File: src/rtl/param_reload_counter.sv
// param_reload_counter
//   Parametrised reload counter used as the general timer/sequencer primitive.
//   Configurable width and reload value, runtime-loadable terminal value,
//   up/down counting, auto-reload or one-shot mode, registered one-cycle
//   terminal-count pulse (Tc) and a Busy flag that is high while running.
//
//   Optional build macro: COUNTER_PRESCALE_EN
//     When defined, adds parameter PRESCALE (1..256). A count step or
//     terminal event then happens only on every PRESCALE-th enabled RUN cycle.
//     The prescale phase restarts on reset, Clear, Load or Enable=0.
//
//   state   | meaning
//   --------+-----------------------------------------------------------
//   IDLE    | after reset/Clear; Q holds, waits for Enable (auto) or Load
//   RUN     | counting toward the terminal value; Busy=1
//   DONE    | one-shot finished; Q holds the terminal value until Load/Clear
module param_reload_counter #(
    parameter int WIDTH          = 4,
    parameter int RELOAD_DEFAULT = 10
`ifdef COUNTER_PRESCALE_EN
    ,
    parameter int PRESCALE       = 4
`endif
) (
    input  logic             clk,
    input  logic             Reset_n,
    input  logic             Clear,
    input  logic             Enable,
    input  logic             Load,
    input  logic [WIDTH-1:0] Load_val,
    input  logic             Up,
    input  logic             One_shot,
    output logic [WIDTH-1:0] Q,
    output logic             Tc,
    output logic             Busy
);

    typedef enum logic [1:0] {
        ST_IDLE = 2'd0,
        ST_RUN  = 2'd1,
        ST_DONE = 2'd2
    } state_t;

    localparam logic [WIDTH-1:0] RLD_RST = WIDTH'(RELOAD_DEFAULT);
    localparam logic [WIDTH-1:0] ONE     = WIDTH'(1);

    logic [WIDTH-1:0] count_q, count_d;
    logic [WIDTH-1:0] rld_q, rld_d;
    state_t           state_q, state_d;
    logic             tc_q, tc_d;

    logic [WIDTH-1:0] start_val;
    logic [WIDTH-1:0] term_val;
    logic [WIDTH-1:0] step_val;
    logic             at_term;
    logic             step_ok;

    // Start/terminal values follow the current direction; the step wraps
    // modulo 2^WIDTH so a count that is past the terminal value after a
    // direction change simply runs around to it.
    always_comb begin
        start_val = Up ? '0 : rld_q;
        term_val  = Up ? rld_q : '0;
        step_val  = Up ? (count_q + ONE) : (count_q - ONE);
        at_term   = (count_q == term_val);
    end

`ifdef COUNTER_PRESCALE_EN
    localparam int            PRE_W    = (PRESCALE > 1) ? $clog2(PRESCALE) : 1;
    localparam logic [PRE_W-1:0] PRE_LAST = PRE_W'(PRESCALE - 1);

    logic [PRE_W-1:0] pre_q, pre_d;

    // Prescale phase advances only on enabled RUN cycles; any interruption
    // restarts it so the next step is a full PRESCALE cycles away.
    always_comb begin
        pre_d = pre_q;
        if (Clear || Load || !Enable || (state_q != ST_RUN)) begin
            pre_d = '0;
        end else if (pre_q == PRE_LAST) begin
            pre_d = '0;
        end else begin
            pre_d = pre_q + PRE_W'(1);
        end
        step_ok = (pre_q == PRE_LAST);
    end

    // Prescale phase register.
    always_ff @(posedge clk or negedge Reset_n) begin
        if (!Reset_n) begin
            pre_q <= '0;
        end else begin
            pre_q <= pre_d;
        end
    end
`else
    // Without the prescaler every enabled RUN cycle is a step.
    always_comb begin
        step_ok = 1'b1;
    end
`endif

    // Next-state logic: Clear beats Load beats counting.
    always_comb begin
        count_d = count_q;
        rld_d   = rld_q;
        state_d = state_q;
        tc_d    = 1'b0;

        if (Clear) begin
            count_d = '0;
            state_d = ST_IDLE;
        end else if (Load) begin
            rld_d   = Load_val;
            count_d = Up ? '0 : Load_val;
            state_d = ST_RUN;
        end else begin
            unique case (state_q)
                ST_IDLE: begin
                    // One-shot mode is armed only by Load.
                    if (Enable && !One_shot) begin
                        count_d = start_val;
                        state_d = ST_RUN;
                    end
                end
                ST_RUN: begin
                    if (Enable && step_ok) begin
                        if (at_term) begin
                            tc_d = 1'b1;
                            if (One_shot) begin
                                state_d = ST_DONE;
                            end else begin
                                count_d = start_val;
                            end
                        end else begin
                            count_d = step_val;
                        end
                    end
                end
                ST_DONE: begin
                    count_d = count_q;
                end
                default: begin
                    // Unreachable encoding recovers to a clean idle.
                    count_d = '0;
                    state_d = ST_IDLE;
                end
            endcase
        end
    end

    // State, count, reload and terminal-pulse registers.
    always_ff @(posedge clk or negedge Reset_n) begin
        if (!Reset_n) begin
            count_q <= '0;
            rld_q   <= RLD_RST;
            state_q <= ST_IDLE;
            tc_q    <= 1'b0;
        end else begin
            count_q <= count_d;
            rld_q   <= rld_d;
            state_q <= state_d;
            tc_q    <= tc_d;
        end
    end

    // Outputs: Q and Tc are straight from flops, Busy decodes the state.
    always_comb begin
        Q    = count_q;
        Tc   = tc_q;
        Busy = (state_q == ST_RUN);
    end

endmodule

File: config.mk
export PLATFORM = sky130hd
export DESIGN_NAME = param_reload_counter
export DESIGN_NICKNAME = d
export VERILOG_FILES = /design/src/rtl/param_reload_counter.sv
export SDC_FILE = /design/constraint.sdc
export NUM_CORES = 1
export LEC_CHECK = 0
export CAP_MARGIN = 5
export CORE_UTILIZATION = 51
export DETAILED_ROUTE_END_ITERATION = 6
export DONT_BUFFER_PORTS = 1
export GPL_TIMING_DRIVEN = 0
export MAX_ROUTING_LAYER = met4
export PLACE_DENSITY = 0.7
export SKIP_LAST_GASP = 1
export SLEW_MARGIN = 20
export SYNTH_ARGS = -nofsm -noshare
export SYNTH_HDL_FRONTEND = slang
export SYNTH_SLANG_ARGS = --single-unit
File: constraint.sdc
create_clock -name clk -period 2.48 [get_ports clk]
set_input_delay 0.248 -clock clk [delete_from_list [all_inputs] [get_ports clk]]
set_output_delay 0.248 -clock clk [all_outputs]
set_load 0.005 [all_outputs]
==> Yosys cells after proc, flatten, opt, wreduce, memory -nomap -nowiden <==
Cells that the tools add are included.
{ "word_totals": {"word_cells": 45, "output_inout_bits": 6, "reg_bits": 11, "input_bits": 11} }
{ "op_classes": {"muxes": 23, "n_reduce_logical": 6, "add_sub_neg": 2, "n_bitwise": 1, "eq_ne": 9} }
{ "op_table": {"columns": ["op", "n"], "rows": [
  ["$mux W4", 10],
  ["$mux W2", 6],
  ["$ne A4 B4 Y1 const B", 3],
  ["$pmux W4 S3", 1],
  ["$pmux W2 S3", 1],
  ["$mux W1", 5],
  ["$ne A5 B5 Y1 const B", 1],
  ["$reduce_and A5 Y1", 1],
  ["$add A4 B1 Y4 const B", 1],
  ["$eq A4 B4 Y1", 1],
  ["$ne A4 B3 Y1 const B", 1],
  ["$reduce_and A4 Y1", 1],
  ["$sub A4 B1 Y4 const B", 1],
  ["$ne A3 B3 Y1 const B", 1],
  ["$eq A2 B1 Y1 const B", 1],
  ["$eq A2 B2 Y1 const B", 1],
  ["$logic_not A2 Y1", 1],
  ["$reduce_and A2 Y1", 1],
  ["$logic_and A1 B1 Y1", 1],
  ["$logic_not A1 Y1", 1],
  ["$not A1 Y1", 1]
]} }

==> Longest topological paths before layout <==
Gate-level depths: netlist (run 1).
{ "depth": {"depth_word": 7, "mapped_depth": 7, "ltp_nobuf": 7} }

==> Least setup slack after synthesis (run 1) <==
No wires, ideal clock.
{ "synth_timing": {"path_kind": "register to register", "start": "register rld_q[3]", "end": "register count_q[3] (netlist: Q[3])", "path_buffers": 1, "setup_time_ns": 0.082, "setup_slack_ns": 0.879, "required_time_ns": 2.398, "synth_period_minus_slack_ns": 1.601, "path_stages_with_launch": 7, "arrival_time_ns": 1.520, "cell_sequence": "dfstp_2 -> xor2_1 -> o22ai_1 -> o22a_1 -> buf_6 -> o31a_1 -> a31oi_1"} }
{ "synth_via": {"elab_chain_len": 7, "word_cells_on_any_way": 12, "cone_classes": "eq/ne: 2; mux: 9; reduce/logical: 1"} }
{ "synth_lines": {"columns": ["item", "line", "text"], "rows": [
  ["from (decl)", "48", "logic [WIDTH-1:0] rld_q, rld_d;"],
  ["from (signal assigned)", "161", "rld_q <= rld_d;"],
  ["$mux W4, on equally long branches", "63, 62", null],
  ["$eq A4 B4 Y1 / $mux W4 (equally long branches)", "65, 130", null],
  ["$mux W4", "128", "if (at_term) begin"],
  ["$mux W4", "127", "if (Enable && step_ok) begin"],
  ["$pmux W4 S3", "118", "unique case (state_q)"],
  ["$mux W4", "113", "end else if (Load) begin"],
  ["$mux W4", "110", "if (Clear) begin"],
  ["to (signal assigned)", "160", "count_q <= count_d;"],
  ["to (decl)", "47", "logic [WIDTH-1:0] count_q, count_d;"]
]} }
Several ways; a longest one is shown, not always the timed one. The select of a mux whose other input is x is not followed.
A chain may end at the register's enable or synchronous reset.

==> Final worst setup path (run 1) <==
{ "layout_timing": {"start": "register rld_q[1]", "end": "register count_q[0] (netlist: Q[0])"} }
{ "layout_via": {"elab_chain_len": 7, "word_cells_on_any_way": 9, "cone_classes": "eq/ne: 2; mux: 6; reduce/logical: 1"} }
{ "layout_lines": {"columns": ["item", "line", "text"], "rows": [
  ["$mux W4 (*)", "63", "term_val = Up ? rld_q : '0;"],
  ["$eq A4 B4 Y1 (*)", "65", "at_term = (count_q == term_val);"],
  ["$mux W4", "128", null],
  ["$mux W4", "127", null],
  ["$pmux W4 S3", "118", null],
  ["$mux W4", "113", null],
  ["$mux W4", "110", null]
]} }
Every way passes the cells marked *; elsewhere a longest branch is shown, timed or not. The select of a mux whose other input is x is not followed.

==> reports/qor.json, run 1 <==
{
  "placedInstanceArea": {"value": 873, "unit": "um2"},
  "synth-async-reset-ratio": {"value": 100, "unit": "%"},
  "post-place-cells": {"value": 108},
  "synthTopCellsByArea": {"value": "dfrtp_1 26%, dfstp_2 6.2%, mux2_1 5.3%, xor2_1 4.1%, nor2_1 4.0%"},
  "worst-slew-pin-transition": {"value": 0.546, "unit": "ns"},
  "stdcell_count": {"value": 113},
  "achievable-frequency": {"value": 0.553, "unit": "GHz"},
  "area_growth_syn_to_layout": {"value": 6.60, "unit": "%"},
  "drv.max_cap_violation_count": {"value": 0},
  "synth.top_cells.by_count": {"value": "9 x dfrtp_1, 9 x nor2_1, 6 x a21oi_1"},
  "worst_ep_required_time": {"value": 2.61, "unit": "ns"},
  "detail_route.first_pass.iterations": {"value": 4},
  "grt_first_pass_wirelength": {"value": 3110, "unit": "um"},
  "post_synth_edffs": {"value": 0},
  "synth_cells": {"value": 92},
  "max-vdd-ir-drop": {"value": 0.408, "unit": "mV"},
  "final.setup_skew": {"value": 0.00111, "unit": "ns"},
  "cts_inserted_buffers": {"value": 3},
  "worst_setup_path_end_kind": {"value": "register"},
  "chipWidth": {"value": 42.9, "unit": "um"},
  "fin_worst_hold_slack": {"value": 0.0251, "unit": "ns"},
  "clk_path_buf_depth": {"value": 2},
  "vias_per_cell": {"value": 6.54},
  "power_frac_comb": {"value": 28.7, "unit": "%"},
  "hpwlAfterDp": {"value": 1430, "unit": "um"},
  "cp-start-kind": {"value": "register"},
  "synth_area_leader_cell": {"value": "dfrtp_1"},
  "cts_tree": {"value": "done"},
  "final.setup.worst_slack": {"value": 0.673, "unit": "ns"},
  "place.gp.congestion": {"value": 0.860},
  "timing.critical_path.fanout_max": {"value": 7},
  "cts-htree-levels": {"value": 1},
  "reg2reg_slack": {"value": 0.67, "unit": "ns"},
  "area_share_of_the_largest_cell_type_after_synthesis": {"value": 26.4, "unit": "%"},
  "clock_sink_count": {"value": 11},
  "leakagePower": {"value": 0.385, "unit": "nW"},
  "synth_area_per_cell": {"value": 9.28, "unit": "um2"},
  "path_clk_slew": {"value": 0.07, "unit": "ns"},
  "timing.setup.tns": {"value": 0, "unit": "ns"},
  "fp.dieH": {"value": 42.9, "unit": "um"},
  "hold_viol_final": {"value": 0},
  "antenna-diode-count": {"value": 0},
  "design_power_total": {"value": 509, "unit": "uW"},
  "post-route-drc-count": {"value": 0},
  "wl_final": {"value": 1940, "unit": "um"},
  "swShare": {"value": 33.7, "unit": "%"},
  "p_switching": {"value": 171, "unit": "uW"},
  "count_of_input_and_output_buffers": {"value": 0},
  "worst_hold_launch": {"value": "Clear"},
  "post_drt_wl_per_cell": {"value": 17.2, "unit": "um"},
  "detailroute.via_count": {"value": 739},
  "sequentialPowerShare": {"value": 46.5, "unit": "%"},
  "timing.final.crit_share": {"value": 72.9, "unit": "%"},
  "slew_viol_final": {"value": 0},
  "post_synthesis_net_count": {"value": 106},
  "fin_nets": {"value": 112},
  "post_cts_buffers": {"value": 0},
  "synthDistinctLibCells": {"value": 37},
  "worst_r2r_path_depth": {"value": 6},
  "final_cell_area": {"value": 910, "unit": "um2"},
  "number_of_antenna_violations_at_the_first_check_in_global_routing": {"value": 0},
  "regToRegStartpoint": {"value": "rld_q[1]"},
  "cts_resized": {"value": 0},
  "fp.dieArea": {"value": 0.00184, "unit": "mm2"},
  "core": {"value": 0.00154, "unit": "mm2"},
  "globalRoute.totalOverflow": {"value": 0},
  "synthesis.area": {"value": 853, "unit": "um2"},
  "p_clk_share": {"value": 24.7, "unit": "%"},
  "final_layout_size_suffix_gt1_share": {"value": 9.28, "unit": "%"},
  "boundaryPins": {"value": 17},
  "synthFlopType": {"value": "dfrtp_1"},
  "worst_ep_arrival_time": {"value": 1.93, "unit": "ns"},
  "drtIter0Drc": {"value": 24},
  "p_int": {"value": 337, "unit": "uW"},
  "timing.hold.worst_path_depth": {"value": 1},
  "worst_skew_pair.late_latency": {"value": 0.27, "unit": "ns"},
  "yosysWarnings": {"value": 0},
  "hold_path_end": {"value": "state_q[0]"},
  "placement.setup.worst_slack": {"value": 0.737, "unit": "ns"},
  "antenna_left": {"value": 0},
  "clk_root_buffer_cell": {"value": "clkbuf_4"},
  "core.rowCount": {"value": 14},
  "min_path_type": {"value": "primary input to register"},
  "yosys_register_bits": {"value": 11},
  "postLayoutCoreUtil": {"value": 59.0, "unit": "%"},
  "unrepaired_setup_endpoints_after_global_routing": {"value": "no"},
  "start_util": {"value": 55.4, "unit": "%"},
  "layout_min_cycle_time": {"value": 1.81, "unit": "ns"},
  "crit-reg2reg-capture": {"value": "Q[0]"},
  "cts-hold-fix-buffers": {"value": 1},
  "maximum_number_of_pins_on_one_net_before_global_route_repair": {"value": 12},
  "synth.yosys.seq_area_share": {"value": 32.6, "unit": "%"},
  "final-setup-viol-count": {"value": 0},
  "power_density": {"value": 559, "unit": "mW/mm2"},
  "first_global_vias": {"value": 697},
  "worstSetupPathType": {"value": "register to register"},
  "outcome": {"value": "completed"},
  "grt.total_usage": {"value": 23.5, "unit": "%"},
  "timing.slew.headroom": {"value": 63.6, "unit": "%"}
}
==> how the worst max path moves through the flow <==
stage	to	from	slack, ns	cells past startpoint
floorplan	Q[3]	rld_q[3]	0.88	6
global placement	Q[1]	rld_q[1]	0.75	6
detailed placement	Q[3]	rld_q[1]	0.74	5
CTS	Q[3]	rld_q[1]	0.72	5
global route	Q[3]	rld_q[1]	0.59	5
finish	Q[0]	rld_q[1]	0.67	6
==> layout make-up <==
type / instances / area, um2
Buffer: 2 / 18.8
Inverter: 4 / 15.0
Multi-Input combinational cell: 75 / 542
Sequential cell: 11 / 278
Tap cell: 16 / 20.0
Clock buffer: 4 / 26.3
Timing Repair Buffer: 1 / 10.0
Fill cell: 135 / 632
==> layout by cell type (no fill, tap or decap), drive strengths merged <==
cell type,Yosys,final
o21a,3,3
nand3,1,1
mux2i,3,3
nor2,9,9
and3,3,3
dfstp,2,2
o221ai,2,2
o31a,1,1
a22o,1,1
a31oi,2,2
a221oi,3,3
nor3,3,3
a21o,2,2
a41oi,1,1
dlygate4sd3,0,1
fa,1,1
inv,4,4
dfrtp,9,9
mux2,4,4
nor3b,4,4
xor2,4,4
nand2b,2,2
o22ai,1,1
a21oi,6,6
nand4b,2,2
xnor2,1,1
o21ba,1,1
nor2b,2,2
o2bb2ai,1,1
clkbuf,0,4
buf,2,2
a32oi,2,2
nand2,4,4
ha,2,2
o21ai,3,3
o22a,1,1
==> cells by family (layout without fill, tap and decap cells) <==
family / Yosys count / after routing / synth area share (%)
flops: 11 / 11 / 32.6
mux: 7 / 7 / 8.80
xor+xnor: 5 / 5 / 5.13
buf+inv: 6 / 11 / 3.96
compound gates: 30 / 30 / 25.5
fa+ha+maj: 3 / 3 / 5.28
simple gates: 30 / 30 / 18.8
==> sequential cells by signal, indices dropped and copies added (netlist names) <==
name	count
Q	4
Tc	1
rld_q	4
state_q	2
==> routing by layer <==
metal  GRT usage, %  wire, um  vias up
li1               -         -      361
met5              -         0        -
met3           9.36       108        4
met1           27.7       912      353
met2           37.9       907       21
met4           5.00        15        0
==> power groups by stage <==
| stage | sequential [mW] | clock (mW) | combinational (mW) |
|---|---|---|---|
| after floorplan | 0.230 | 0 | 0.119 |
| after global placement | 0.240 | 0 | 0.138 |
| after detailed placement | 0.240 | 0 | 0.139 |
| after CTS | 0.237 | 0.127 | 0.145 |
| after global routing | 0.241 | 0.136 | 0.162 |
| final | 0.237 | 0.126 | 0.146 |
==> worst max-delay path, stage by stage (launching register included) <==
cell,delay (ns)
dfstp_2,0.58
xor2_1,0.08
nor3_1,0.35
o22a_1,0.20
buf_6,0.13
mux2i_1,0.20
a32oi_1,0.11
Power figures use the tool's default switching activity.
==> run 2: changes to the inputs <==
--- a/config.mk
+++ b/config.mk
@@ -11,7 +11,7 @@
 export DONT_BUFFER_PORTS = 1
 export GPL_TIMING_DRIVEN = 0
 export MAX_ROUTING_LAYER = met4
-export PLACE_DENSITY = 0.7
+export PLACE_DENSITY = 0.73
 export SKIP_LAST_GASP = 1
 export SLEW_MARGIN = 20
 export SYNTH_ARGS = -nofsm -noshare
==> constraint.sdc (replaced) <==
create_clock -name clk -period 1.6 [get_ports clk]
set_input_delay 0.16 -clock clk [delete_from_list [all_inputs] [get_ports clk]]
set_output_delay 0.16 -clock clk [all_outputs]
set_load 0.005 [all_outputs]
==> reports/qor.json, run 2 (same netlist as run 1, synthesis figures left out) <==
{
  "antenna-diode-count": {"value": 0},
  "place.gp.congestion": {"value": 0.845},
  "postLayoutCoreUtil": {"value": 68.1, "unit": "%"},
  "sequentialPowerShare": {"value": 44.4, "unit": "%"},
  "critical_path.max_stage_delay": {"value": 0.59, "unit": "ns"},
  "core": {"value": 0.00154, "unit": "mm2"},
  "fp.dieH": {"value": 42.9, "unit": "um"},
  "unrepaired_setup_endpoints_after_global_routing": {"value": "yes"},
  "core.rowCount": {"value": 14},
  "globalRoute.totalOverflow": {"value": 0},
  "vias_per_cell": {"value": 6.59},
  "design_power_total": {"value": 861, "unit": "uW"},
  "p_int": {"value": 565, "unit": "uW"},
  "timing.slew.headroom": {"value": 67.0, "unit": "%"},
  "boundaryPins": {"value": 17},
  "final.setup_skew": {"value": 0.00421, "unit": "ns"},
  "drtIter0Drc": {"value": 16},
  "cts_inserted_buffers": {"value": 3},
  "detailroute.via_count": {"value": 791},
  "clk_path_buf_depth": {"value": 2},
  "timing.final.crit_share": {"value": 108, "unit": "%"},
  "final-setup-viol-count": {"value": 5},
  "final_layout_size_suffix_gt1_share": {"value": 26.9, "unit": "%"},
  "area_growth_syn_to_layout": {"value": 23.0, "unit": "%"},
  "mostFrequentLayoutCell": {"value": "nor2_1"},
  "hold_viol_final": {"value": 0},
  "p_switching": {"value": 296, "unit": "uW"},
  "worst_setup_path_end_kind": {"value": "register"},
  "max-vdd-ir-drop": {"value": 0.593, "unit": "mV"},
  "final_cell_area": {"value": 0.00105, "unit": "mm2"},
  "power_frac_comb": {"value": 34.1, "unit": "%"},
  "crit_path_cell_trace": {"value": "nand4b_1 > o22ai_2 > o22a_1 > buf_6 > mux2i_2 > a32oi_1"},
  "register_area": {"value": 283, "unit": "um2"},
  "fillers": {"value": 125},
  "chipWidth": {"value": 42.9, "unit": "um"},
  "grt_first_pass_wirelength": {"value": 3530, "unit": "um"},
  "fin_worst_hold_slack": {"value": 0.0232, "unit": "ns"},
  "timing.hold.worst_path_depth": {"value": 1},
  "worstSetupPathType": {"value": "register to register"},
  "commonest_cells_after_routing_fill_and_taps_aside": {"value": "9 x nor2_1, 6 x buf_4, 5 x dfrtp_1"},
  "min_path_type": {"value": "primary input to register"},
  "clk_root_buffer_cell": {"value": "clkbuf_4"},
  "worst_skew_pair.late_latency": {"value": 0.27, "unit": "ns"},
  "post-route-drc-count": {"value": 0},
  "achievable-frequency": {"value": 0.579, "unit": "GHz"},
  "violations": {"value": "negative setup slack"},
  "grt.total_usage": {"value": 26.7, "unit": "%"},
  "worst_ep_required_time": {"value": 1.73, "unit": "ns"},
  "antenna_left": {"value": 0},
  "cp-start-kind": {"value": "register"},
  "cts-htree-levels": {"value": 1},
  "worst_r2r_path_depth": {"value": 6},
  "worst_ep_arrival_time": {"value": 1.85, "unit": "ns"},
  "swShare": {"value": 34.4, "unit": "%"},
  "count_of_input_and_output_buffers": {"value": 0},
  "placedInstanceArea": {"value": 877, "unit": "um2"},
  "wl_final": {"value": 2150, "unit": "um"},
  "cts_tree": {"value": "done"},
  "detail_route.first_pass.iterations": {"value": 4},
  "maximum_number_of_pins_on_one_net_before_global_route_repair": {"value": 12},
  "worst-slew-pin-transition": {"value": 0.493, "unit": "ns"},
  "path_clk_slew": {"value": 0.07, "unit": "ns"},
  "fp.dieArea": {"value": 0.00184, "unit": "mm2"},
  "p_clk_share": {"value": 21.5, "unit": "%"},
  "final.setup.worst_slack": {"value": -0.126, "unit": "ns"},
  "start_util": {"value": 55.4, "unit": "%"},
  "outcome": {"value": "finished, violations left"},
  "power_density": {"value": 820, "unit": "mW/mm2"},
  "clock_sink_count": {"value": 11},
  "critical_path.slowest_cell": {"value": "dfstp_2"},
  "timing.critical_path.fanout_max": {"value": 7},
  "slew_viol_final": {"value": 0},
  "layout_min_cycle_time": {"value": 1.73, "unit": "ns"},
  "drv.max_cap_violation_count": {"value": 0},
  "post_drt_wl_per_cell": {"value": 17.9, "unit": "um"},
  "first_global_vias": {"value": 784},
  "number_of_antenna_violations_at_the_first_check_in_global_routing": {"value": 0},
  "hpwlAfterDp": {"value": 1480, "unit": "um"},
  "leakagePower": {"value": 0.427, "unit": "nW"},
  "multi_input_comb_area": {"value": 619, "unit": "um2"},
  "fin_nets": {"value": 119}
}
[run 2: cell count changes in the layout (fill, tap and decap cells not counted), sizes merged]
cell	change
buf	+5
dlygate4sd3	+2
[run 2: path summary, 6_finish.rpt]
kind / start / end / slack, ns
max in group asynchronous: Reset_n / rld_q[0] / 0.95
hold / removal: Load_val[3] / rld_q[3] / 0.02
setup / recovery: rld_q[3] / Q[1] / -0.13
min in group asynchronous: Reset_n / Tc / 0.29
hold reg to reg: rld_q[0] / rld_q[0] / 0.62
setup reg to reg: rld_q[3] / Q[1] / -0.13
[run 2: per-layer routing]
layer	track usage (%)	routed length (um)
met1	35.2	996
met2	42.1	1030
met3	3.40	105
met4	9.38	21
met5	-	0
[run 2: area by class of cell]
type | count | share of cell area, %
tap | 16 | 1.91
timing repair buffer | 8 | 6.44
clock buffer | 4 | 2.50
inverter | 4 | 1.43
multi-input combinational | 75 | 59.0
buffer | 2 | 1.79
sequential | 11 | 26.9
[run 2: timing repair]
action                                  CTS  global route
endpoints found under the setup margin    6             6
buffers inserted                          4             1
hold buffers                              3             0
hold endpoints to repair                 13             0
pin swaps                                 5             5
gates resized for setup                  10             5
[run 2: power by group through the flow]
stage | Sequential [mW] | Combinational [mW] | Clock (mW)
after global placement | 0.373 | 0.213 | 0
after CTS | 0.375 | 0.273 | 0.190
after floorplan | 0.357 | 0.189 | 0
final | 0.382 | 0.294 | 0.185
after detailed placement | 0.375 | 0.220 | 0
after global routing | 0.388 | 0.321 | 0.200
[run 2: through the flow]
step | TNS [ns] | std cells | setup slack, ns
after CTS | -0.287 | 119 | -0.110
after detailed placement | -0.709 | 108 | -0.201
after global placement | -0.480 | 108 | -0.127
final | -0.323 | 120 | -0.126
after floorplan | 0 | 92 | 0.00658
after global routing | -0.719 | 120 | -0.165
[run 2: critical path, delay by kind of cell, from the launching register on]
family / cells / cell delay (ns)
and+or+nand+nor: 1 / 0.13
AOI/OAI and AO/OA: 3 / 0.49
buffers and inverters: 1 / 0.13
muxes: 1 / 0.24
DFF: 1 / 0.59
==> run 3: changes to the inputs <==
--- a/config.mk
+++ b/config.mk
@@ -5,8 +5,9 @@
 export SDC_FILE = /design/constraint.sdc
 export NUM_CORES = 1
 export LEC_CHECK = 0
-export CAP_MARGIN = 5
+export CAP_MARGIN = 20
 export CORE_UTILIZATION = 51
+export CTS_BUF_LIST = sky130_fd_sc_hd__clkbuf_8 sky130_fd_sc_hd__clkbuf_16
 export DETAILED_ROUTE_END_ITERATION = 6
 export DONT_BUFFER_PORTS = 1
 export GPL_TIMING_DRIVEN = 0
==> constraint.sdc (replaced) <==
create_clock -name clk -period 1.5 [get_ports clk]
set_input_delay 0.15 -clock clk [delete_from_list [all_inputs] [get_ports clk]]
set_output_delay 0.15 -clock clk [all_outputs]
set_load 0.005 [all_outputs]
==> reports/qor.json, run 3 (same netlist as run 1, synthesis figures left out) <==
{
  "chipWidth": {"value": 42.9, "unit": "um"},
  "final.setup_skew": {"value": 0.00804, "unit": "ns"},
  "fp.dieArea": {"value": 0.00184, "unit": "mm2"},
  "final-setup-viol-count": {"value": 7},
  "clk_path_buf_depth": {"value": 2},
  "placedInstanceArea": {"value": 877, "unit": "um2"},
  "achievable-frequency": {"value": 0.573, "unit": "GHz"},
  "worst_setup_path_end_kind": {"value": "register"},
  "grt_first_pass_wirelength": {"value": 3760, "unit": "um"},
  "drtIter0Drc": {"value": 24},
  "cts-htree-levels": {"value": 1},
  "core.rowCount": {"value": 14},
  "regToRegStartpoint": {"value": "state_q[1]"},
  "count_of_input_and_output_buffers": {"value": 0},
  "worst_ep_required_time": {"value": 1.65, "unit": "ns"},
  "min_path_type": {"value": "primary input to register"},
  "cts_inserted_buffers": {"value": 3},
  "hpwlAfterDp": {"value": 1500, "unit": "um"},
  "fillers": {"value": 118},
  "clock_sink_count": {"value": 11},
  "hold_viol_final": {"value": 0},
  "number_of_antenna_violations_at_the_first_check_in_global_routing": {"value": 0},
  "wl_final": {"value": 2450, "unit": "um"},
  "crit_path_cell_trace": {"value": "nand2b_1 > inv_2 > nand2_1 > nor3b_2 > mux2i_4 > a32oi_1"},
  "first_global_vias": {"value": 843},
  "drv.max_cap_violation_count": {"value": 0},
  "area_growth_syn_to_layout": {"value": 29.5, "unit": "%"},
  "timing.hold.worst_path_depth": {"value": 2},
  "slew_viol_final": {"value": 0},
  "cp.depth": {"value": 6},
  "final.setup.worst_slack": {"value": -0.244, "unit": "ns"},
  "start_util": {"value": 55.4, "unit": "%"},
  "place.gp.congestion": {"value": 0.843},
  "count_of_buffer_and_inverter_cells_on_the_critical_path": {"value": 1},
  "final_layout_size_suffix_gt1_share": {"value": 31.4, "unit": "%"},
  "cts_tree": {"value": "done"},
  "core": {"value": 0.00154, "unit": "mm2"},
  "worstSetupPathType": {"value": "register to register"},
  "path_clk_slew": {"value": 0.05, "unit": "ns"},
  "post_drt_wl_per_cell": {"value": 20.3, "unit": "um"},
  "crit-reg2reg-capture": {"value": "Q[0]"},
  "timing.slew.headroom": {"value": 65.5, "unit": "%"},
  "path_delay_family": {"value": "simple AND/OR/NAND/NOR gates"},
  "detailroute.via_count": {"value": 808},
  "power_density": {"value": 950, "unit": "mW/mm2"},
  "cp-start-kind": {"value": "register"},
  "setup.worst_path.end": {"value": "Q[0]"},
  "worst_ep_arrival_time": {"value": 1.90, "unit": "ns"},
  "design_power_total": {"value": 1.05, "unit": "mW"},
  "commonest_cells_after_routing_fill_and_taps_aside": {"value": "8 x nor2_1, 7 x buf_4, 5 x dfrtp_1"},
  "violations": {"value": "negative setup slack"},
  "antenna-diode-count": {"value": 0},
  "vias_per_cell": {"value": 6.68},
  "maximum_number_of_pins_on_one_net_before_global_route_repair": {"value": 12},
  "clk_root_buffer_cell": {"value": "clkbuf_8"},
  "leakagePower": {"value": 0.456, "unit": "nW"},
  "timing.critical_path.fanout_max": {"value": 7},
  "worst_setup_path_startpoint": {"value": "state_q[1]"},
  "globalRoute.totalOverflow": {"value": 0},
  "worst_r2r_path_depth": {"value": 6},
  "grt.total_usage": {"value": 29.5, "unit": "%"},
  "fp.dieH": {"value": 42.9, "unit": "um"},
  "critical_path.slowest_cell": {"value": "dfrtp_1"},
  "post-route-drc-count": {"value": 0},
  "worst_skew_pair.late_latency": {"value": 0.25, "unit": "ns"},
  "layout_min_cycle_time": {"value": 1.74, "unit": "ns"},
  "timing.final.crit_share": {"value": 116, "unit": "%"},
  "critical_path.max_stage_delay": {"value": 0.44, "unit": "ns"},
  "antenna_left": {"value": 0},
  "boundaryPins": {"value": 17},
  "worst-slew-pin-transition": {"value": 0.516, "unit": "ns"},
  "detail_route.first_pass.iterations": {"value": 4},
  "reg2reg_slack": {"value": -0.24, "unit": "ns"},
  "mostFrequentLayoutCell": {"value": "nor2_1"},
  "outcome": {"value": "finished, violations left"},
  "max-vdd-ir-drop": {"value": 0.634, "unit": "mV"},
  "fin_nets": {"value": 120},
  "unrepaired_setup_endpoints_after_global_routing": {"value": "yes"},
  "final_cell_area": {"value": 0.00110, "unit": "mm2"}
}
==> run 3: cell count changes in the layout (fill, tap and decap cells not counted), moves of 2 or more <==
| cell | delta |
|---|---|
| nor3b_2 | +2 |
| clkbuf_4 | -3 |
| clkbuf_8 | +3 |
| nor3b_1 | -2 |
==> run 3: per-stage QoR <==
stage	util, %	setup slack (ns)	hold slack [ns]	std cells	TNS, ns
after floorplan	-	-0.0887	-0.146	92	-0.297
after CTS	68.6	-0.195	0.0173	120	-0.913
after global placement	56.9	-0.226	-0.145	108	-1.01
after detailed placement	56.9	-0.334	-0.145	108	-1.33
final	71.7	-0.244	0.00954	121	-1.12
after global routing	71.7	-0.289	0.00969	121	-1.64
==> run 3: what timing repair did <==
| item | 4_1_cts | 5_1_grt |
|---|---|---|
| endpoints found under the hold margin | 13 | 0 |
| setup buffers | 5 | 1 |
| setup endpoints to repair | 7 | 7 |
| gates resized for setup | 15 | 7 |
| pin swaps | 9 | 4 |
| hold buffers | 3 | 0 |
| gates cloned | 0 | 0 |
==> run 3: worst min-delay path by stage <==
stage | startpoint | endpoint | slack (ns)
2_1_floorplan | Reset_n | Q[0] | -0.15
3_3_place_gp | Reset_n | state_q[1] | -0.15
3_5_place_dp | Reset_n | state_q[0] | -0.15
4_1_cts | Enable | Tc | 0.02
5_1_grt | Enable | Tc | 0.01
6_report | Enable | Tc | 0.01
==> run 3: area by class of cell <==
class	count	area [um2]	area share, %
Clock inverter	1	3.75	0.340
Sequential cell	11	283	25.6
Inverter	4	15.0	1.36
Multi-Input combinational cell	75	648	58.7
Clock buffer	3	41.3	3.74
Tap cell	16	20.0	1.81
Buffer	2	18.8	1.70
Timing Repair Buffer	9	75.1	6.80
==> run 3: power breakdown <==
part | total [mW] | switching [mW] | internal, mW | leakage [nW]
Clock | 0.298 | 0.118 | 0.180 | 0.0269
Sequential | 0.407 | 0.0681 | 0.339 | 0.132
Combinational | 0.344 | 0.171 | 0.174 | 0.298
Total | 1.05 | 0.357 | 0.693 | 0.456
==> run 3: metal layers <==
layer | global-route usage, % | routed length, um
met4 | 13.1 | 27
met3 | 8.09 | 143
met2 | 51.2 | 1300
met1 | 30.9 | 978
met5 | - | 0
==> run 3: worst reg2reg max path: stages, from the launching register on <==
cell,delay (ns)
dfrtp_1,0.44
nand2b_1,0.22
inv_2,0.12
nand2_1,0.21
nor3b_2,0.34
mux2i_4,0.11
a32oi_1,0.21
